### src/rtl/mem_arbiter.sv
// mem_arbiter: byte-serial controller that arbitrates NUM_PORTS requesters
// onto one 8-bit external memory bus. Each access moves 1, 2 or 4 bytes,
// little-endian, one byte per cycle. Arbitration is round-robin or fixed
// priority. IO stores are held back while the IO buffer is full.
//
// Ports:
//   clk_in, rst_in (async, active-low), rdy_in (global freeze), clear_in
//   mem_din / mem_dout / mem_a / mem_wr   external memory bus
//   io_buffer_full                        IO back-pressure
//   req_valid/write/size/addr/wdata       per-port packed request fields
//   req_accept, resp_valid                one-hot one-cycle pulses
//   resp_rdata                            zero-extended load data
//   busy                                  FSM is not in IDLE
module mem_arbiter #(
  parameter int                NUM_PORTS = 3,
  parameter int                ADDR_W    = 32,
  parameter logic [ADDR_W-1:0] IO_BASE   = ADDR_W'(32'h30000),
  parameter int                RR_EN     = 1
) (
  input  logic                        clk_in,
  input  logic                        rst_in,
  input  logic                        rdy_in,
  input  logic                        clear_in,
  input  logic [7:0]                  mem_din,
  output logic [7:0]                  mem_dout,
  output logic [ADDR_W-1:0]           mem_a,
  output logic                        mem_wr,
  input  logic                        io_buffer_full,
  input  logic [NUM_PORTS-1:0]        req_valid,
  input  logic [NUM_PORTS-1:0]        req_write,
  input  logic [2*NUM_PORTS-1:0]      req_size,
  input  logic [ADDR_W*NUM_PORTS-1:0] req_addr,
  input  logic [32*NUM_PORTS-1:0]     req_wdata,
  output logic [NUM_PORTS-1:0]        req_accept,
  output logic [NUM_PORTS-1:0]        resp_valid,
  output logic [31:0]                 resp_rdata,
  output logic                        busy
);

  localparam int PW = (NUM_PORTS > 1) ? $clog2(NUM_PORTS) : 1;

  typedef enum logic [1:0] {IDLE, XFER, LAST} state_t;

  state_t       state;
  logic [PW-1:0] rr_ptr;     // last granted port
  logic [PW-1:0] owner;      // port of the access in flight
  logic          is_write;
  logic [1:0]    idx;        // index of the byte currently on the bus
  logic [1:0]    last_idx;   // B-1
  logic [23:0]   wshift;     // write bytes not yet driven

  logic [NUM_PORTS-1:0] eligible;
  logic                 grant_found;
  logic [PW-1:0]        grant_idx;
  logic [PW-1:0]        cand;
  logic [ADDR_W-1:0]    sel_addr;
  logic [1:0]           sel_size;
  logic                 sel_write;
  logic [31:0]          sel_wdata;
  logic                 store_en;
  logic [1:0]           store_sel;

  // NOTE: every signal written in always_comb gets a default first so no
  // path leaves it unassigned, which would otherwise infer a latch.
  always_comb begin
    eligible = '0;
    for (int p = 0; p < NUM_PORTS; p++)
      eligible[p] = req_valid[p] &&
                    !(io_buffer_full && (req_addr[p*ADDR_W +: ADDR_W] >= IO_BASE));
  end

  // Round-robin scans from the port after the last grant; fixed priority
  // scans from port 0. The first eligible port in scan order wins.
  always_comb begin
    grant_found = 1'b0;
    grant_idx   = '0;
    cand        = '0;
    for (int k = 0; k < NUM_PORTS; k++) begin
      if (RR_EN != 0) cand = PW'((int'(rr_ptr) + 1 + k) % NUM_PORTS);
      else            cand = PW'(k);
      if (!grant_found && eligible[cand]) begin
        grant_found = 1'b1;
        grant_idx   = cand;
      end
    end
  end

  always_comb begin
    sel_addr  = '0;
    sel_size  = '0;
    sel_write = 1'b0;
    sel_wdata = '0;
    for (int p = 0; p < NUM_PORTS; p++) begin
      if (grant_idx == PW'(p)) begin
        sel_addr  = req_addr[p*ADDR_W +: ADDR_W];
        sel_size  = req_size[2*p +: 2];
        sel_write = req_write[p];
        sel_wdata = req_wdata[32*p +: 32];
      end
    end
  end

  // The external memory answers one cycle after the address, so the byte
  // sampled while byte i is on the bus is byte i-1; LAST picks up the final one.
  always_comb begin
    store_en  = 1'b0;
    store_sel = '0;
    if (state == XFER && !is_write && !clear_in && idx != 2'd0) begin
      store_en  = 1'b1;
      store_sel = idx - 2'd1;
    end else if (state == LAST && !clear_in) begin
      store_en  = 1'b1;
      store_sel = last_idx;
    end
  end

  assign busy = (state != IDLE);

  // NOTE: sequential state uses non-blocking assignments only, so every
  // register sees pre-edge values regardless of statement order.
  always_ff @(posedge clk_in or negedge rst_in) begin
    if (!rst_in) begin
      state      <= IDLE;
      rr_ptr     <= PW'(NUM_PORTS - 1);
      owner      <= '0;
      is_write   <= 1'b0;
      idx        <= '0;
      last_idx   <= '0;
      wshift     <= '0;
      mem_a      <= '0;
      mem_dout   <= '0;
      mem_wr     <= 1'b0;
      req_accept <= '0;
      resp_valid <= '0;
      resp_rdata <= '0;
    end else if (rdy_in) begin
      req_accept <= '0;
      resp_valid <= '0;
      for (int b = 0; b < 4; b++)
        if (store_en && store_sel == 2'(b)) resp_rdata[8*b +: 8] <= mem_din;

      unique case (state)
        IDLE: begin
          mem_wr <= 1'b0;
          if (grant_found && !clear_in) begin
            state      <= XFER;
            rr_ptr     <= grant_idx;
            owner      <= grant_idx;
            is_write   <= sel_write;
            idx        <= '0;
            last_idx   <= (sel_size == 2'b00) ? 2'd0 :
                          (sel_size == 2'b01) ? 2'd1 : 2'd3;
            mem_a      <= sel_addr;
            mem_wr     <= sel_write;
            mem_dout   <= sel_write ? sel_wdata[7:0] : 8'h00;
            wshift     <= sel_write ? sel_wdata[31:8] : 24'h0;
            resp_rdata <= '0;
            req_accept <= NUM_PORTS'(1) << grant_idx;
          end
        end

        XFER: begin
          if (clear_in && !is_write) begin
            // Reads abort; writes always run to completion.
            state  <= IDLE;
            mem_wr <= 1'b0;
          end else if (idx == last_idx) begin
            if (is_write) begin
              state      <= IDLE;
              mem_wr     <= 1'b0;
              resp_valid <= NUM_PORTS'(1) << owner;
            end else begin
              state <= LAST;
            end
          end else begin
            idx      <= idx + 2'd1;
            mem_a    <= mem_a + ADDR_W'(1);
            mem_dout <= wshift[7:0];
            wshift   <= wshift >> 8;
          end
        end

        LAST: begin
          state  <= IDLE;
          mem_wr <= 1'b0;
          if (!clear_in) resp_valid <= NUM_PORTS'(1) << owner;
        end

        default: state <= IDLE;
      endcase
    end
  end

endmodule

### config.mk
export PLATFORM = sky130hd
export DESIGN_NAME = mem_arbiter
export DESIGN_NICKNAME = d
export VERILOG_FILES = /design/src/rtl/mem_arbiter.sv
export SDC_FILE = /design/constraint.sdc
export NUM_CORES = 1
export LEC_CHECK = 0
export BUFFER_PORTS_ARGS = -buffer_cell sky130_fd_sc_hd__buf_2
export CAP_MARGIN = 20
export CORE_MARGIN = 8
export CORE_UTILIZATION = 41
export CTS_BUF_LIST = sky130_fd_sc_hd__clkbuf_16
export DETAILED_ROUTE_END_ITERATION = 10
export PLACE_DENSITY = 0.8
export SLEW_MARGIN = 10
export SYNTH_ARGS = -nofsm -noshare
export SYNTH_HDL_FRONTEND = slang
export SYNTH_SLANG_ARGS = --single-unit
### constraint.sdc
create_clock -name clk_in -period 6.45 [get_ports clk_in]
set_input_delay 0 -clock clk_in [delete_from_list [all_inputs] [get_ports clk_in]]
set_output_delay 0 -clock clk_in [all_outputs]
set_load 0.02 [all_outputs]
==> results of run 1 <==
==> power by group through the flow <==
stage                     combinational [mW]  sequential, mW  clock, mW
after floorplan                         1.23            1.41          0
after global placement                  2.02            1.24          0
after detailed placement                2.06            1.26          0
after CTS                               2.09            1.25      0.972
after global routing                    2.28            1.30      0.998
final                                   2.09            1.26      0.961
==> stage by stage <==
step           setup WS, ps  instance area, um2  power (mW)
3_3_place_gp           2810                8820        3.26
2_1_floorplan          3570                7230        2.64
3_5_place_dp           2720                8820        3.32
5_1_grt                2360                9790        4.57
4_1_cts                2630                9760        4.31
6_report               2620                9790        4.32
==> worst paths after layout <==
| kind | endpoint | slack (ps) | cells past startpoint |
|---|---|---|---|
| worst max register to register | mem_a[29] | 2620 | 11 |
| worst min-delay path | last_idx[0] | -7 | 4 |
| worst min register to register | mem_wr | 490 | 1 |
| min in group asynchronous | mem_a[16] | 220 | 2 |
| max in group asynchronous | wshift[0] | 5020 | 3 |
| worst max-delay path | mem_a[29] | 2620 | 11 |
==> repair_timing <==
action / CTS / global route
endpoints found under the hold margin: 111 / 0
hold buffers: 34 / 0
setup endpoints to repair: 0 / 0
==> registers in the layout, indices dropped and copies added, names as in the netlist <==
register,count
idx,2
is_write,1
last_idx,2
mem_a,32
mem_dout,8
mem_wr,1
owner,1
req_accept,3
resp_rdata,32
resp_valid,3
rr_ptr,2
state,2
wshift,24
==> layout by cell type (no fill, tap or decap), types with 5 or more instances in the layout <==
master | netlist | routed
nand2_1 | 99 | 99
mux2i_1 | 24 | 24
a211oi_1 | 15 | 15
nor2_1 | 55 | 52
buf_2 | 9 | 295
dlygate4sd3_1 | 0 | 34
nand3_1 | 16 | 16
nor3_1 | 21 | 20
and3_1 | 6 | 6
o21ai_1 | 5 | 5
or4_1 | 8 | 8
buf_4 | 0 | 10
inv_1 | 17 | 19
a22o_1 | 57 | 57
a2111o_1 | 24 | 24
nor4_1 | 12 | 12
clkbuf_16 | 0 | 17
dfrtp_1 | 112 | 112
nand4_1 | 11 | 11
o21ai_0 | 26 | 25
a31oi_1 | 26 | 26
ha_1 | 8 | 7
a21o_1 | 6 | 6
a21oi_1 | 49 | 48
a22oi_1 | 30 | 30
a2bb2oi_1 | 9 | 9
a221o_1 | 27 | 27
==> routing by layer <==
metal | up-vias | routed length (um) | share of wire
met5 | - | 23 | 0.00084
met4 | 4 | 678 | 0.025
met3 | 54 | 2210 | 0.081
met2 | 373 | 13600 | 0.49
met1 | 3774 | 11000 | 0.40
li1 | 3725 | - | -
==> worst reg2reg max path, cell delays in order, from the launching register on <==
cell,delay (ps)
dfstp_2,540
inv_1,40
ha_1,390
inv_1,120
o211ai_1,110
o2111ai_1,290
nor2_4,660
buf_4,600
a22oi_1,170
a21oi_1,160
dlygate4sd3_1,570
a221o_1,110
==> logic make-up after synthesis <==
| group | share of synthesized area |
|---|---|
| compound gates | 0.341 |
| fa+ha+maj | 0.0139 |
| buf+inv | 0.0483 |
| flops | 0.391 |
| mux | 0.0364 |
| simple gates | 0.167 |
| xor+xnor | 0.00242 |
==> final cells by class <==
cell class	instances	area, um2
diodes	2	5.00
multi-input cells	605	4100
repair buffers	340	1910
flip-flops and latches	113	2830
clock buffers	17	425
inverters	17	63.8
fillers	1487	7510
well taps	225	282
clock inverters	14	174
==> impl_metrics.csv, run 1 <==
group,metric,value,unit
clock_network,post-cts-setup-buffer-count,0,
finish,final_cells,1333,
grt,use_met2,0.409,
finish,area_growth,35.4,%
clock_network,h-tree-depth,4,
clock_network,clockRootBuffer,"clkbuf_16",
detailed_routing,finalWirelength,27.5,mm
grt,grt-ovfl-total,0,
power_and_ir_drop,p_seq_frac,0.292,
sta,rsz0062_at_grt,"false",
critical_path,worstPathRequired,6800,ps
grt,use_met3,0.0616,
sta,finalCritPeriodShare,0.594,
floorplanning,initial_core_util,0.418,
critical_path,end_kind,"register",
clock_network,clock_path_buffers,2,
power_and_ir_drop,p_leak,4.51,nW
critical_path,critPathBufInv,4,
sta,skew,4.65,ps
finish,nNetsFinal,1319,
clock_network,cts.sinks,113,
sta,fin_crit,3830,ps
power_and_ir_drop,power.density,441,mW/mm2
critical_path,worst_path_most_repeated_cell,"inv_1",
detailed_routing,via_per_inst,5.95,
power_and_ir_drop,swShare,0.439,
logic_synthesis,synth_nets,1023,
power_and_ir_drop,ir_worst_vdd,0.262,mV
status,violations,"negative hold slack",
detailed_routing,drt-wirelength-per-cell,20.6,um
logic_synthesis,synth_cell_types,65,
logic_synthesis,synth_cells,798,
clock_network,worstSkewPairLatency,410,ps
floorplanning,dieArea,0.0221,mm2
logic_synthesis,yosysMostFrequentCell,"dfrtp_1",
sta,finalSetupViolCount,0,
critical_path,cp.arrival,4180,ps
finish,post-route-util,0.566,
floorplanning,std_cell_rows,48,
grt,busiest_layer,"met2",
place,port-buffer-count,296,
critical_path,reg2reg_from,"rr_ptr[1]",
floorplanning,die_w,149,um
worst_hold_path,min-delay-start,"req_size[2]",
detailed_routing,drtIter0Drc,714,
logic_synthesis,synth_edf_count,0,
logic_synthesis,yosys_most_used_dff,"dfrtp_1",
place,place.gp.congestion,0.909,
grt,grt_antenna_before_repair,4,
clock_network,path_clk_slew,50,ps
sta,relSlewSlack,0.309,
critical_path,crit_type,"reg -> reg",
grt,grt_pass1_wl,42.2,mm
power_and_ir_drop,power.switching,1.90,mW
status,status,"finished with violations",
critical_path,crit_path_start_kind,"register",
critical_path,slowest_delay,660,ps
logic_synthesis,netlist.area_leader.share,0.388,
logic_synthesis,synth.cell_area,0.00723,mm2
detailed_routing,route.detailed.drc,0,
detailed_routing,drt.antenna.violating_nets,0,
place,dp_hpwl,20.1,mm
grt,grt_pass1_vias,7849,
critical_path,path_cells,"inv_1, ha_1, inv_1, o211ai_1, o2111ai_1, nor2_4, buf_4, a22oi_1, a21oi_1, dlygate4sd3_1, a221o_1",
detailed_routing,vias,7930,
floorplanning,die_h,149,um
floorplanning,coreArea,0.0173,mm2
sta,max_freq,261,MHz
floorplanning,ioPinCount,297,
sta,worst_pin_slew,1030,ps
sta,finalHoldViolations,1,
logic_synthesis,ys_ff_latch,113,
power_and_ir_drop,p_comb_frac,0.485,
logic_synthesis,yosys_warnings,0,
clock_network,tritoncts,"yes",
grt,grt_max_degree,90,
power_and_ir_drop,internal-power,2.42,mW
detailed_routing,firstDrtPassIters,5,
clock_network,cts_resized,0,
clock_network,cts_made_buffers,17,
logic_synthesis,synth.largest_area_cell,"dfrtp_1",
logic_synthesis,ys_seq_area_frac,0.391,
critical_path,path_max_fanout,44,
critical_path,worstSetupStartpoint,"rr_ptr[1]",
sta,slew_violations,0,
logic_synthesis,synthTopCellsByCount,"dfrtp_1, nand2_1, a22o_1",
logic_synthesis,syn_area_per_cell,9.06,um2
worst_hold_path,hold_path_class,"in -> reg",
grt,grt_usage,0.240,
finish,drive_above_1_share,0.322,
critical_path,slowest_stage,"nor2_4",
logic_synthesis,netlist_top_cells_area,"dfrtp_1, a22o_1, nand2_1",
grt,grt_use_met1,0.290,
flow_run,drv_cap,0,
place,place_inst,1265,
sta,holdWs,-6.52,ps
critical_path,crit_family,"buffers and inverters",
power_and_ir_drop,pwr-share-clk,0.223,
logic_synthesis,async_flop_share,1.00,
sta,setup_tns,0,ps
No activity file was read; power rests on OpenSTA's default activity.
==> run 2: changes to the inputs <==
Settings changed: ABC_AREA set to 1, PLACE_DENSITY 0.8 to 0.79.
Clock period 6.45 ns to 3.87 ns, I/O delays scaled along.
==> run 2 against run 1 <==
Effect of this change:
- the run now ends clean
- synthesized area grew 6.8%
- sequential power up 73%
- core utilization is 2.4 points higher
- largest power group unchanged
==> impl_metrics.csv, run 2 <==
group,metric,value,unit
detailed_routing,route.detailed.drc,0,
logic_synthesis,synth_nets,1354,
sta,relSlewSlack,0.404,
critical_path,crit_family,"buffers and inverters",
power_and_ir_drop,internal-power,4.81,mW
grt,grt_max_degree,68,
power_and_ir_drop,p_comb_frac,0.593,
detailed_routing,vias,9427,
logic_synthesis,synth.cell_area,0.00772,mm2
critical_path,reg2reg_depth,14,
grt,grt-ovfl-total,0,
logic_synthesis,ys_ff_latch,113,
power_and_ir_drop,p_leak,5.79,nW
finish,top_regs,"mem_a x32, resp_rdata x32, wshift x24",
worst_hold_path,hold_depth,5,
critical_path,critPathBufInv,5,
clock_network,cts.sinks,113,
finish,layout_common_cells,"nand2_1, buf_2, nand3_1, dfrtp_1, dlygate4sd3_1",
sta,setup_tns,0,ps
logic_synthesis,yosys_most_used_dff,"dfrtp_1",
clock_network,cts_made_buffers,17,
floorplanning,initial_core_util,0.415,
finish,area_growth,42.1,%
detailed_routing,drtIter0Drc,843,
logic_synthesis,netlist_top_cells_area,"dfrtp_1, nand2_1, nand3_1",
finish,nNetsFinal,1734,
sta,finalCritPeriodShare,0.946,
clock_network,clockRootBuffer,"clkbuf_16",
worst_hold_path,hold_path_class,"in -> reg",
clock_network,worstSkewPairLatency,430,ps
clock_network,cts_resized,0,
logic_synthesis,yosys_warnings,0,
power_and_ir_drop,power.density,850,mW/mm2
clock_network,h-tree-depth,4,
grt,grt_antenna_before_repair,3,
power_and_ir_drop,p_seq_frac,0.234,
critical_path,slowest_stage,"dlygate4sd3_1",
critical_path,slowest_delay,570,ps
critical_path,worstPathRequired,4180,ps
detailed_routing,finalWirelength,31.4,mm
clock_network,path_clk_slew,60,ps
logic_synthesis,async_flop_share,1.00,
sta,finalSetupViolCount,0,
logic_synthesis,yosysMostFrequentCell,"nand2_1",
grt,grt_pass1_vias,9386,
detailed_routing,drt-wirelength-per-cell,17.9,um
power_and_ir_drop,p_total,9.32,mW
finish,final_common_cell,"nand2_1",
place,dp_hpwl,22.3,mm
logic_synthesis,synth_cell_types,39,
sta,skew,13.2,ps
critical_path,worst_path_most_repeated_cell,"nand3_1",
logic_synthesis,synth.largest_area_cell,"dfrtp_1",
power_and_ir_drop,pwr-share-clk,0.173,
detailed_routing,firstDrtPassIters,7,
critical_path,cp.arrival,3970,ps
critical_path,crit_type,"reg -> reg",
logic_synthesis,synth-adder-area-share,0.0130,
place,placed_cell_area,0.00927,mm2
status,status,"finished, final reports clean",
floorplanning,die_h,153,um
critical_path,critical_path_cell_count,14,
place,port-buffer-count,296,
floorplanning,die_w,153,um
logic_synthesis,synth_compound_gate_area_share,0.152,
floorplanning,dieArea,0.0235,mm2
clock_network,tritoncts,"yes",
flow_run,drv_cap,0,
grt,grt_pass1_wl,49.6,mm
clock_network,clock_path_buffers,2,
logic_synthesis,synthTopCellsByCount,"nand2_1, nand3_1, dfrtp_1",
logic_synthesis,synth_cells,1129,
finish,seq_area,0.00283,mm2
logic_synthesis,synth_edf_count,0,
logic_synthesis,synth_top_family_by_area,"simple AND/OR/NAND/NOR gates",
logic_synthesis,netlist.area_leader.share,0.363,
logic_synthesis,synth.area.mux_share,0,
sta,worst_pin_slew,888,ps
logic_synthesis,synth_xor_area_frac,0.0272,
sta,fin_crit,3660,ps
detailed_routing,drt.antenna.violating_nets,0,
detailed_routing,via_per_inst,5.37,
place,place.gp.congestion,0.993,
finish,multi_input_area,0.00414,mm2
power_and_ir_drop,ir_worst_vdd,0.735,mV
power_and_ir_drop,power.switching,4.51,mW
sta,finalHoldViolations,0,
logic_synthesis,synthSimpleGateAreaFrac,0.341,
power_and_ir_drop,swShare,0.484,
sta,max_freq,273,MHz
sta,rsz0062_at_grt,"false",
critical_path,path_max_fanout,21,
floorplanning,std_cell_rows,50,
floorplanning,ioPinCount,297,
finish,final_area,0.0110,mm2
critical_path,path_cells,"inv_1, ha_1, inv_1, nor2_1, nand3_1, nand3_1, o21bai_1, nand2_2, buf_4, nand2_1, nand3_1, dlygate4sd3_1, o21a_1, dlygate4sd3_1",
finish,fillers,1653,
logic_synthesis,syn_area_per_cell,6.83,um2
finish,drive_above_1_share,0.259,
grt,grt_usage,0.263,
floorplanning,coreArea,0.0186,mm2
critical_path,crit_path_start_kind,"register",
sta,slew_violations,0,
logic_synthesis,ys_seq_area_frac,0.367,
critical_path,end_kind,"register",
## run 2: cell count changes in the layout (fill, tap and decap cells not counted), moves of 26 or more
cell           change
inv_1             +84
nand3_1          +118
a31oi_1           -26
dlygate4sd3_1     +75
a221o_1           -27
a22oi_1           -30
a21oi_1           +44
o22ai_1           +30
nand2_1          +241
a22o_1            -57
## run 2: worst paths after layout
| path | start | to | slack, ps |
|---|---|---|---|
| max in group asynchronous | rst_in | wshift[18] | 2770 |
| hold reg to reg | resp_valid[1] | resp_valid[1] | 480 |
| min in group asynchronous | rst_in | resp_valid[0] | 170 |
| hold / removal | req_addr[33] | mem_a[1] | 10 |
| setup reg to reg | rr_ptr[1] | last_idx[0] | 210 |
| setup / recovery | rr_ptr[1] | last_idx[0] | 210 |
## run 2: worst min-delay path, cell delays in order
cell	delay (ps)
buf_2	70
a21oi_1	50
nand3_1	120
o211ai_1	100
nand2_1	60
## run 2: through the flow
stage | hold slack, ps | setup WS [ps] | utilization | cells
final | 12.6 | 207 | 0.590 | 1757
after global routing | 31.9 | 73.0 | 0.590 | 1757
after CTS | 6.67 | 125 | 0.590 | 1755
after global placement | 84.6 | 1010 | 0.499 | 1614
after floorplan | -296 | 1560 | - | 1129
after detailed placement | 86.1 | 867 | 0.499 | 1614
## run 2: repair_timing
action / in CTS / in global routing
setup endpoints to repair: 0 / 1
hold buffers: 109 / 0
setup buffers: 0 / 1
hold endpoints to repair: 128 / 0
## run 2: layer usage
layer / vias to the layer above / global-route usage / share of wire / routed length, um
li1: 4479 / - / - / -
met1: 4370 / 0.324 / 0.41 / 12700
met2: 510 / 0.430 / 0.47 / 14900
met3: 64 / 0.0849 / 0.095 / 2990
met4: 4 / 0.0792 / 0.024 / 761
met5: - / 0 / 0.00073 / 23
## run 2: area by class of cell
class,count,area share
multi-input cells,847,0.378
flip-flops and latches,113,0.258
repair buffers,422,0.246
clock buffers,17,0.0388
inverters,108,0.0370
well taps,234,0.0267
clock inverters,15,0.0154
diodes,1,0.000228
## run 2: cell families (layout without fill, tap and decap cells)
family          Yosys count  after routing
compound gates          210            210
simple gates            605            605
xor+xnor                 24             24
fa+ha+maj                 8              8
other cells               0              1
flops                   113            113
buf+inv                 169            562
## run 2: power groups by stage
stage	clock (mW)	sequential, mW	combinational, mW
final	1.61	2.18	5.53
after CTS	1.63	2.16	5.44
after floorplan	0	2.46	3.04
after global routing	1.68	2.24	6.08
after global placement	0	2.16	4.73
after detailed placement	0	2.17	4.83
